<file path="src/rtl/ahb2apb_bridge_mp.sv">
// AHB-Lite slave to APB3 master bridge with NUM_SLV one-hot selects,
// PREADY wait states, PSLVERR, decode/size pre-check and ACCESS timeout.
//
// Ports:
//   HCLK, HRESETn                    clock, async active-low reset
//   HTRANS/HWRITE/HREADYin/HADDR     AHB address phase
//   HSIZE/HBURST/HWDATA              AHB size, burst (unused), write data
//   HRDATA/HREADYout/HRESP           AHB response (all registered)
//   PADDR/PSEL/PENABLE/PWRITE/PWDATA APB request (all registered)
//   PRDATA/PREADY/PSLVERR            APB per-slave response buses
module ahb2apb_bridge_mp #(
    parameter int ADDR_W  = 32,
    parameter int DATA_W  = 32,
    parameter int NUM_SLV = 4,
    parameter int SEL_LSB = 12,
    parameter int TIMEOUT = 256
) (
    input  logic                      HCLK,
    input  logic                      HRESETn,
    input  logic [1:0]                HTRANS,
    input  logic                      HWRITE,
    input  logic                      HREADYin,
    input  logic [ADDR_W-1:0]         HADDR,
    input  logic [2:0]                HSIZE,
    input  logic [2:0]                HBURST,
    input  logic [DATA_W-1:0]         HWDATA,
    output logic [DATA_W-1:0]         HRDATA,
    output logic                      HREADYout,
    output logic [1:0]                HRESP,
    output logic [ADDR_W-1:0]         PADDR,
    output logic [NUM_SLV-1:0]        PSEL,
    output logic                      PENABLE,
    output logic                      PWRITE,
    output logic [DATA_W-1:0]         PWDATA,
    input  logic [NUM_SLV*DATA_W-1:0] PRDATA,
    input  logic [NUM_SLV-1:0]        PREADY,
    input  logic [NUM_SLV-1:0]        PSLVERR
);

    localparam int SEL_W = (NUM_SLV > 1) ? $clog2(NUM_SLV) : 1;
    localparam int CNT_W = (TIMEOUT > 0) ? $clog2(TIMEOUT + 1) : 1;
    localparam logic [2:0] MAX_SIZE = 3'($clog2(DATA_W / 8));
    localparam logic [CNT_W-1:0] CNT_MAX = CNT_W'(TIMEOUT);
    localparam logic [CNT_W-1:0] CNT_LAST =
        CNT_W'((TIMEOUT > 0) ? TIMEOUT - 1 : 0);

    typedef enum logic [2:0] {
        S_IDLE, S_WDATA, S_SETUP, S_ACCESS, S_RESP, S_ERR1, S_ERR2
    } state_t;

    state_t state, state_n;

    logic [SEL_W-1:0]   sel_q, sel_n;
    logic [CNT_W-1:0]   cnt_q, cnt_n;
    logic [SEL_W-1:0]   idx;
    logic               accept;
    logic               bad;
    logic               slv_ready;
    logic               slv_err;
    logic [DATA_W-1:0]  slv_rdata;
    logic [DATA_W-1:0]  hrdata_n;
    logic               hready_n;
    logic [1:0]         hresp_n;
    logic [ADDR_W-1:0]  paddr_n;
    logic [NUM_SLV-1:0] psel_n;
    logic               penable_n;
    logic               pwrite_n;
    logic [DATA_W-1:0]  pwdata_n;
    logic               unused_bits;

    assign unused_bits = ^{HBURST, HTRANS[0]};

    assign idx    = HADDR[SEL_LSB +: SEL_W];
    assign accept = HREADYin && HREADYout && HTRANS[1];
    assign bad    = (32'(idx) >= NUM_SLV) || (HSIZE > MAX_SIZE);

    // PSEL is one-hot and registered, so it doubles as the response mux select.
    assign slv_ready = |(PREADY & PSEL);
    assign slv_err   = |(PSLVERR & PSEL);

    always_comb begin
        slv_rdata = '0;
        for (int i = 0; i < NUM_SLV; i++) begin
            if (PSEL[i]) begin
                slv_rdata = slv_rdata | PRDATA[i*DATA_W +: DATA_W];
            end
        end
    end

    always_comb begin
        state_n  = state;
        sel_n    = sel_q;
        cnt_n    = cnt_q;
        paddr_n  = PADDR;
        pwrite_n = PWRITE;
        pwdata_n = PWDATA;
        hrdata_n = '0;
        unique case (state)
            S_IDLE, S_RESP, S_ERR2: begin
                state_n = S_IDLE;
                if (accept) begin
                    if (bad) begin
                        state_n = S_ERR1;
                    end else begin
                        state_n  = HWRITE ? S_WDATA : S_SETUP;
                        sel_n    = idx;
                        paddr_n  = HADDR;
                        pwrite_n = HWRITE;
                    end
                end
            end
            S_WDATA: begin
                pwdata_n = HWDATA;
                state_n  = S_SETUP;
            end
            S_SETUP: state_n = S_ACCESS;
            S_ACCESS: begin
                if (TIMEOUT != 0 && cnt_q != CNT_MAX) begin
                    cnt_n = cnt_q + 1'b1;
                end
                if (slv_ready) begin
                    if (slv_err) begin
                        state_n = S_ERR1;
                    end else begin
                        state_n = S_RESP;
                        if (!PWRITE) begin
                            hrdata_n = slv_rdata;
                        end
                    end
                end else if (TIMEOUT != 0 && cnt_q == CNT_LAST) begin
                    state_n = S_ERR1;
                end
            end
            S_ERR1:  state_n = S_ERR2;
            default: state_n = S_IDLE;
        endcase

        if (state_n == S_SETUP) begin
            cnt_n = '0;
        end

        // Outputs are decoded from the next state so they appear registered.
        hready_n  = (state_n == S_IDLE) || (state_n == S_RESP) ||
                    (state_n == S_ERR2);
        hresp_n   = ((state_n == S_ERR1) || (state_n == S_ERR2)) ?
                    2'b01 : 2'b00;
        penable_n = (state_n == S_ACCESS);
        psel_n    = ((state_n == S_SETUP) || (state_n == S_ACCESS)) ?
                    (NUM_SLV'(1) << sel_n) : '0;
    end

    always_ff @(posedge HCLK or negedge HRESETn) begin
        if (!HRESETn) begin
            state     <= S_IDLE;
            sel_q     <= '0;
            cnt_q     <= '0;
            HRDATA    <= '0;
            HREADYout <= 1'b1;
            HRESP     <= 2'b00;
            PADDR     <= '0;
            PSEL      <= '0;
            PENABLE   <= 1'b0;
            PWRITE    <= 1'b0;
            PWDATA    <= '0;
        end else begin
            state     <= state_n;
            sel_q     <= sel_n;
            cnt_q     <= cnt_n;
            HRDATA    <= hrdata_n;
            HREADYout <= hready_n;
            HRESP     <= hresp_n;
            PADDR     <= paddr_n;
            PSEL      <= psel_n;
            PENABLE   <= penable_n;
            PWRITE    <= pwrite_n;
            PWDATA    <= pwdata_n;
        end
    end

endmodule

</file>
<file path="config.mk">
export PLATFORM = sky130hd
export DESIGN_NAME = ahb2apb_bridge_mp
export DESIGN_NICKNAME = d
export VERILOG_FILES = /design/src/rtl/ahb2apb_bridge_mp.sv
export SDC_FILE = /design/constraint.sdc
export NUM_CORES = 1
export LEC_CHECK = 0
export BUFFER_PORTS_ARGS = -buffer_cell sky130_fd_sc_hd__buf_4
export CORE_AREA = 4 4 121 123
export CTS_CLUSTER_SIZE = 12
export DETAILED_ROUTE_END_ITERATION = 7
export DIE_AREA = 0 0 125 127
export PLACE_DENSITY = 0.75
export SYNTH_ARGS = -nofsm -noshare
export SYNTH_HDL_FRONTEND = slang
export SYNTH_SLANG_ARGS = --single-unit
</file>
<file path="constraint.sdc">
create_clock -name HCLK -period 5.5 [get_ports HCLK]
set_input_delay 0 -clock HCLK [delete_from_list [all_inputs] [get_ports HCLK]]
set_output_delay 0 -clock HCLK [all_outputs]
set_load 0.03 [all_outputs]
</file>
==> results of run 1 <==
## cells in the final DEF, fill, tap and decap left out, types with 5 or more instances in the layout
cell type,Yosys,final
nand2_1,7,7
nor2_1,13,12
xnor2_1,5,5
clkbuf_8,0,5
buf_4,2,318
mux2_2,57,57
clkbuf_16,0,17
dlygate4sd3_1,0,165
mux2_1,7,7
inv_1,6,6
a22oi_1,64,64
a21oi_2,30,30
dfrtp_1,117,117
## state kept, by name (all words and copies together), names as in the netlist
name       flops
PADDR         32
HREADYout      1
HRDATA        32
cnt_q          9
PENABLE        1
PWDATA        32
HRESP          1
sel_q          2
state          3
PWRITE         1
PSEL           4
## cell type report
type | count | area [um2]
fillers | 874 | 3722
clock inverters | 7 | 92.59
well taps | 180 | 225.2
inverters | 6 | 22.52
multi-input cells | 242 | 2102
diodes | 1 | 2.502
clock buffers | 25 | 505.5
repair buffers | 483 | 4039
flip-flops and latches | 118 | 2954
## routing by layer
metal | share of wire [%] | track usage [%] | routed length, um | up-vias
li1 | - | - | - | 2416
met1 | 34 | 26.54 | 7208 | 2656
met2 | 55 | 48.09 | 11510 | 275
met3 | 6.4 | 6.731 | 1339 | 58
met4 | 4.1 | 12.05 | 855 | 0
met5 | 0 | 0 | 0 | -
## power by group
part	internal, mW	switching [mW]
logic	0.938	1.15
registers	1.14	0.174
clock network	0.726	0.374
## what timing repair did
item                      in CTS  in global routing
resized for setup              0                  0
hold buffers                 165                  0
hold endpoints to repair     150                  0
## critical path, delay by kind of cell, from the launching register on
family	cells	cell delay (ns)
buffers and inverters	2	1.01
DFF	1	0.33
AOI/OAI and AO/OA	3	0.51
and+or+nand+nor	1	0.81
## cell usage after synthesis (2+ instances only)
library cell and number:
o31ai_1 2, a21oi_1 2, nor3_1 3, xnor2_1 5, and3_1 3, mux2_2 57, and3b_1 2, mux2_1 7
a21oi_2 30, nor2_1 13, buf_4 2, nor2b_1 2, dfrtp_1 117, nand2_1 7, a22o_4 2, buf_2 10
ha_1 3, and4b_1 2, a31oi_1 3, a22oi_1 64, nand3_1 3, inv_1 6, nand4_1 3, a211o_1 2
xor2_1 2, clkbuf_1 12, buf_6 5, nand2b_1 2
## worst max path at each step
stage	end	slack [ns]
3_5_place_dp	PSEL[1]	3.23
4_1_cts	HRDATA[17]	2.81
2_1_floorplan	PSEL[1]	3.51
6_report	HRDATA[18]	2.72
3_3_place_gp	PSEL[1]	3.32
5_1_grt	HRDATA[18]	2.69
## through the flow
step / worst slack, ns / cell area, um2 / hold WS, ns / total power, mW / util [%]
4_1_cts: 2.807 / 9941 / 0.04130 / 4.500 / 72.74
3_3_place_gp: 3.318 / 7691 / 0.04463 / 3.146 / 56.28
2_1_floorplan: 3.509 / 5236 / -0.2956 / 2.476 / -
5_1_grt: 2.686 / 9943 / 0.06986 / 4.705 / 72.76
6_report: 2.718 / 9943 / 0.06172 / 4.506 / 72.76
3_5_place_dp: 3.231 / 7691 / 0.04992 / 3.201 / 56.28
## kinds of logic after synthesis
kind of cell | after synthesis | synth area share [%]
DFF | 118 | 56.42
AOI/OAI and AO/OA | 113 | 17.42
muxes | 67 | 14.65
and+or+nand+nor | 51 | 5.950
buffers and inverters | 35 | 3.608
xor gates and xnor gates | 7 | 1.171
adders and majority gates | 3 | 0.7169
other | 1 | 0.07162
==> reports/qor.yml, run 1 <==
syn_to_final_growth_pct: 89.89
dieArea_um2: 15880
maxSlewHeadroom_pct: 40.38
wl_per_cell_um: 19.69
grt_max_degree: 73
dpl.cell_count: 864
layout-drive-gt1-share_pct: 50.74
fin_nets: 1083
arrival_ns: 3.11
grt_pass1_wl_mm: 32.24
min_period_ns: 2.782
hold_depth: 4
first_iter_violations: 354
grt_pass1_vias: 5947
hold_viol: 0
total_leakage_power_nw: 4.801
cpMaxStageDelayCell: "or4_4"
grt.total_usage_pct: 25.59
worst_slew_pin_slew_ns: 0.8943
syn_nets: 610
min_path_type: "in2reg"
r2r_slack_ns: 2.72
syn-cell-area_um2: 5236
via_count: 5405
die_w_um: 125
ir_worst_vdd_uv: 353.3
clock_latency_ns: 0.40
synthArstFlopShare_pct: 100.0
dr.pass1.iters: 5
holdPathEnd: "state[2]"
synth_area_leaders: "dfrtp_1 (56%), mux2_2 (12%), a22oi_1 (9.2%)"
row_count: 43
fin_skew_ns: 0.008129
rr_startpoint: "PSEL[2]"
cts_buffers: 17
grt_overflow: 0
hold_path_startpoint: "PREADY[1]"
cap_violations: 0
cts-htree-levels: 4
period_share_pct: 50.58
synth_top_flop_cell: "dfrtp_1"
worstSetupStartpoint: "PSEL[2]"
endpoint_kind: "register"
core-area_um2: 13670
timing.setup.tns_ns: 0
max_freq_mhz: 359.5
postCtsSetupRepairBufs: 0
synthCells: 395
synth_edf_count: 0
die_y_um: 127
ios: 317
clock_path_buffers: 2
ys_warn_count: 0
start_util_pct: 38.32
drcViolationCount: 0
rsz0062_at_grt: "no"
required_ns: 5.83
numClockSinks: 118
io_buffers: 311
setup_viol: 0
outcome: "complete, no violations"
wirelength_mm: 20.91
gp_congestion: 0.9204
synth_area_per_cell_um2: 13.26
yosysTopAreaCell: "dfrtp_1"
yosysSeqAreaShare_pct: 56.42
crit_type: "reg2reg"
synth.distinct_cells: 52
ys_ff_latch: 118
r2r_end: "HRDATA[18]"
max_stage_delay_ns: 0.81
rr_worst_depth: 6
cts.root.buffer_cell: "clkbuf_16"
drv_slew: 0
critical_path.max_fanout: 35
ant_nets: 0
hpwl_mm: 12.93
via_per_inst: 5.089
p_per_area_nw_per_um2: 453.2
final_cell_count_no_fill: 1062
cts_tree: "done"
clk_pin_slew_ns: 0.05
antenna_found_initial: 1
worstSetupStartpointType: "register"
synth_top_cell_area_share_pct: 55.91
crit_chain: "buf_4 -> a22o_4 -> o21ai_1 -> or4_4 -> a21oi_2 -> dlygate4sd3_1"
(Power assumes the default switching activity.)
==> run 2, diff against run 1 <==
Settings changed: ABC_AREA from default to 1.
Clock period 5.5 ns to 2.6 ns, I/O delays scaled along.
==> run 2 against run 1 <==
Net effect:
- via count is 8.4% higher
- sequential power up 110%
- flip-flop and latch count stayed put
- power up 110%
- synthesized cell count rose by 47%
- worst hold slack better by 0.019 ns
- maximum frequency increased by 42%
- critical endpoint is now HRDATA[14]
- clock power increased by 120%
- global-route usage fell by 0.33 points
- combinational power rose by 120%
==> reports/qor.yml, run 2 <==
outcome: "complete, no violations"
rr_startpoint: "PSEL[0]"
cpMaxStageDelayCell: "dlygate4sd3_1"
grt.total_usage_pct: 25.26  # -0.33 points
total_leakage_power_nw: 5.001  # +4.2%
endpoint_kind: "register"
cp-endpoint: "HRDATA[14]"
crit_chain: "buf_4 -> nand2_1 -> nand2_1 -> a221oi_1 -> dlygate4sd3_1 -> nor2_1"
yosysMostFrequentCell: "nand2_1"
dr.pass1.iters: 5  # unchanged
die_y_um: 127  # unchanged
clk_pin_slew_ns: 0.06  # about the same
p_per_area_nw_per_um2: 998.2  # +120%
rsz0062_at_grt: "no"
hpwl_mm: 12.58  # -2.7%
syn_to_final_growth_pct: 84.20
via_per_inst: 4.822  # -5.3%
synth_top_flop_cell: "dfrtp_1"
reg_top3: "HRDATA x32, PADDR x32, PWDATA x32"
arrival_ns: 2.24  # -0.87 ns
min_path_type: "in2reg"
antenna_found_initial: 0  # -1
timing.setup.tns_ns: 0  # unchanged
worst_slew_pin_slew_ns: 0.5691  # -0.3252 ns
r2r_end: "HRDATA[14]"
pre_cts_ws_ns: 0.7153  # -2.516 ns
ys_ff_latch: 118  # unchanged
synth_area_per_cell_um2: 9.054  # -32%
cts_tree: "done"
die_w_um: 125  # unchanged
diodes: 0  # -1
fin_nets: 1237  # +14%
worstSetupStartpoint: "PSEL[0]"
finalWorstSetupSlack_ns: 0.6370  # -2.081 ns
clock_path_buffers: 2  # unchanged
core-area_um2: 13670  # unchanged
maxSlewHeadroom_pct: 62.06  # +22 points
start_util_pct: 38.43  # +0.11 points
crit_type: "reg2reg"
grt_pass1_wl_mm: 32.03  # -0.64%
synth.distinct_cells: 28  # -46%
via_count: 5859  # +8.4%
gp_congestion: 0.8404  # -8.7%
hold_viol: 0  # unchanged
clock_latency_ns: 0.40  # about the same
max_stage_delay_ns: 0.60  # -0.21 ns
grt_pass1_vias: 6225  # +4.7%
cts_buffers: 17  # unchanged
grt_max_degree: 47  # -36%
fin_skew_ns: 0.007403  # -0.0007258 ns
syn_nets: 795  # +30%
period_share_pct: 75.50  # +25 points
rr_worst_depth: 6  # unchanged
setup_viol: 0  # unchanged
final_common_cell: "buf_4"
final_cell_mix: "buf_4 (320), nand2_1 (244), dlygate4sd3_1 (131)"
cp_common_cell: "nand2_1"
max_freq_mhz: 509.4  # +42%
wl_per_cell_um: 16.76  # -15%
cts.root.buffer_cell: "clkbuf_16"
worstSetupStartpointType: "register"
yosysSeqAreaShare_pct: 56.25  # -0.16 points
synth_top_cell_area_share_pct: 55.75  # -0.16 points
r2r_slack_ns: 0.64  # -2.08 ns
synth_edf_count: 0  # unchanged
ant_nets: 0  # unchanged
wirelength_mm: 20.36  # -2.6%
layout-drive-gt1-share_pct: 36.04  # -15 points
drcViolationCount: 0  # unchanged
syn-cell-area_um2: 5251  # +0.29%
synthCells: 580  # +47%
synthArstFlopShare_pct: 100.0  # unchanged
synth_area_leaders: "dfrtp_1 (56%), nand2_1 (17%), mux2_1 (6.4%)"
cts-htree-levels: 4  # unchanged
ir_worst_vdd_uv: 442.0  # +25%
min_period_ns: 1.963  # -0.8188 ns
dieArea_um2: 15880  # unchanged
grt_overflow: 0  # unchanged
row_count: 43  # unchanged
required_ns: 2.88  # -2.95 ns
critical_path.max_fanout: 29  # -17%
first_iter_violations: 372  # +5.1%
cap_violations: 0  # unchanged
yosysTopAreaCell: "dfrtp_1"
ios: 317  # unchanged
numClockSinks: 118  # unchanged
synth_common_cells: "nand2_1 (244), dfrtp_1 (117), nor2_1 (59)"
drv_slew: 0  # unchanged
ys_warn_count: 0  # unchanged
io_buffers: 311  # unchanged
-- run 2: cell count changes after synthesis, moves of 23 or more --
cell      delta
nand2_1    +237
a22oi_1     -64
mux2_2      -55
nor2_1      +46
a221oi_1    +32
a21oi_2     -29
mux2_1      +23
-- run 2: worst min-delay path by stage --
stage | depth (start not counted) | start | endpoint
2_1_floorplan | 0 | HRESETn | HRDATA[0]
3_3_place_gp | 1 | HRESETn | PWDATA[16]
3_5_place_dp | 1 | HRESETn | PWDATA[1]
4_1_cts | 5 | HTRANS[1] | state[0]
5_1_grt | 5 | HTRANS[1] | state[0]
6_report | 5 | HTRANS[1] | state[0]
-- run 2: worst max-delay path, delay by kind of cell (launching register included) --
| family | cells | cell delay (ns) |
|---|---|---|
| AO/OA/AOI/OAI | 1 | 0.26 |
| buffers and inverters | 2 | 0.88 |
| flip-flops | 1 | 0.47 |
| AND/OR/NAND/NOR | 3 | 0.20 |
-- run 2: routing by layer --
metal / vias to the layer above / GRT usage [%] / share of wire, %
met5: - / 0 / 0
met4: 0 / 10.33 / 3.2
met3: 54 / 7.191 / 7.8
met2: 284 / 43.94 / 51
met1: 2775 / 29.51 / 38
li1: 2746 / - / -
-- run 2: cell type report --
class                      count  area (um2)
inverter                      26       97.59
multi-input combinational    407        2063
fill                         931        3993
clock buffer                  20       446.7
clock inverter                12       152.6
sequential                   118        2954
timing repair buffer         452        3734
tap                          180       225.2
-- run 2: cells by family after synthesis --
logic type,Yosys count,share of synthesized area (%)
other cells,1,0.07141
xor+xnor,4,0.6671
compound gates,43,6.600
flops,118,56.25
simple gates,324,24.37
mux,32,6.862
fa+ha+maj,3,0.7149
buf+inv,55,4.455
-- run 2: timing repair --
action                     in CTS  in global routing
gates resized for setup         0                  0
hold endpoints to repair      142                  0
setup buffers                   0                  0
setup endpoints to repair       0                  0
hold buffers                  131                  0
-- run 2: power by group --
part           leakage, nW  internal [mW]  switching (mW)
Clock                0.282           1.53           0.837
Sequential            1.53           2.41           0.356
Combinational         3.19           1.94            2.58
Total                 5.00           5.88            3.77
-- run 2: per-stage QoR --
| step | area (um2) | instances | utilization (%) | hold WS, ns | total power [mW] |
|---|---|---|---|---|---|
| global route | 9673 | 1215 | 70.78 | 0.1059 | 10.18 |
| detailed placement | 7762 | 1052 | 56.80 | 0.02256 | 6.681 |
| floorplan | 5251 | 580 | - | -0.2956 | 5.158 |
| finish | 9673 | 1215 | 70.78 | 0.08093 | 9.655 |
| CTS | 9673 | 1215 | 70.78 | 0.06084 | 9.559 |
| global placement | 7762 | 1052 | 56.80 | 0.02680 | 6.606 |
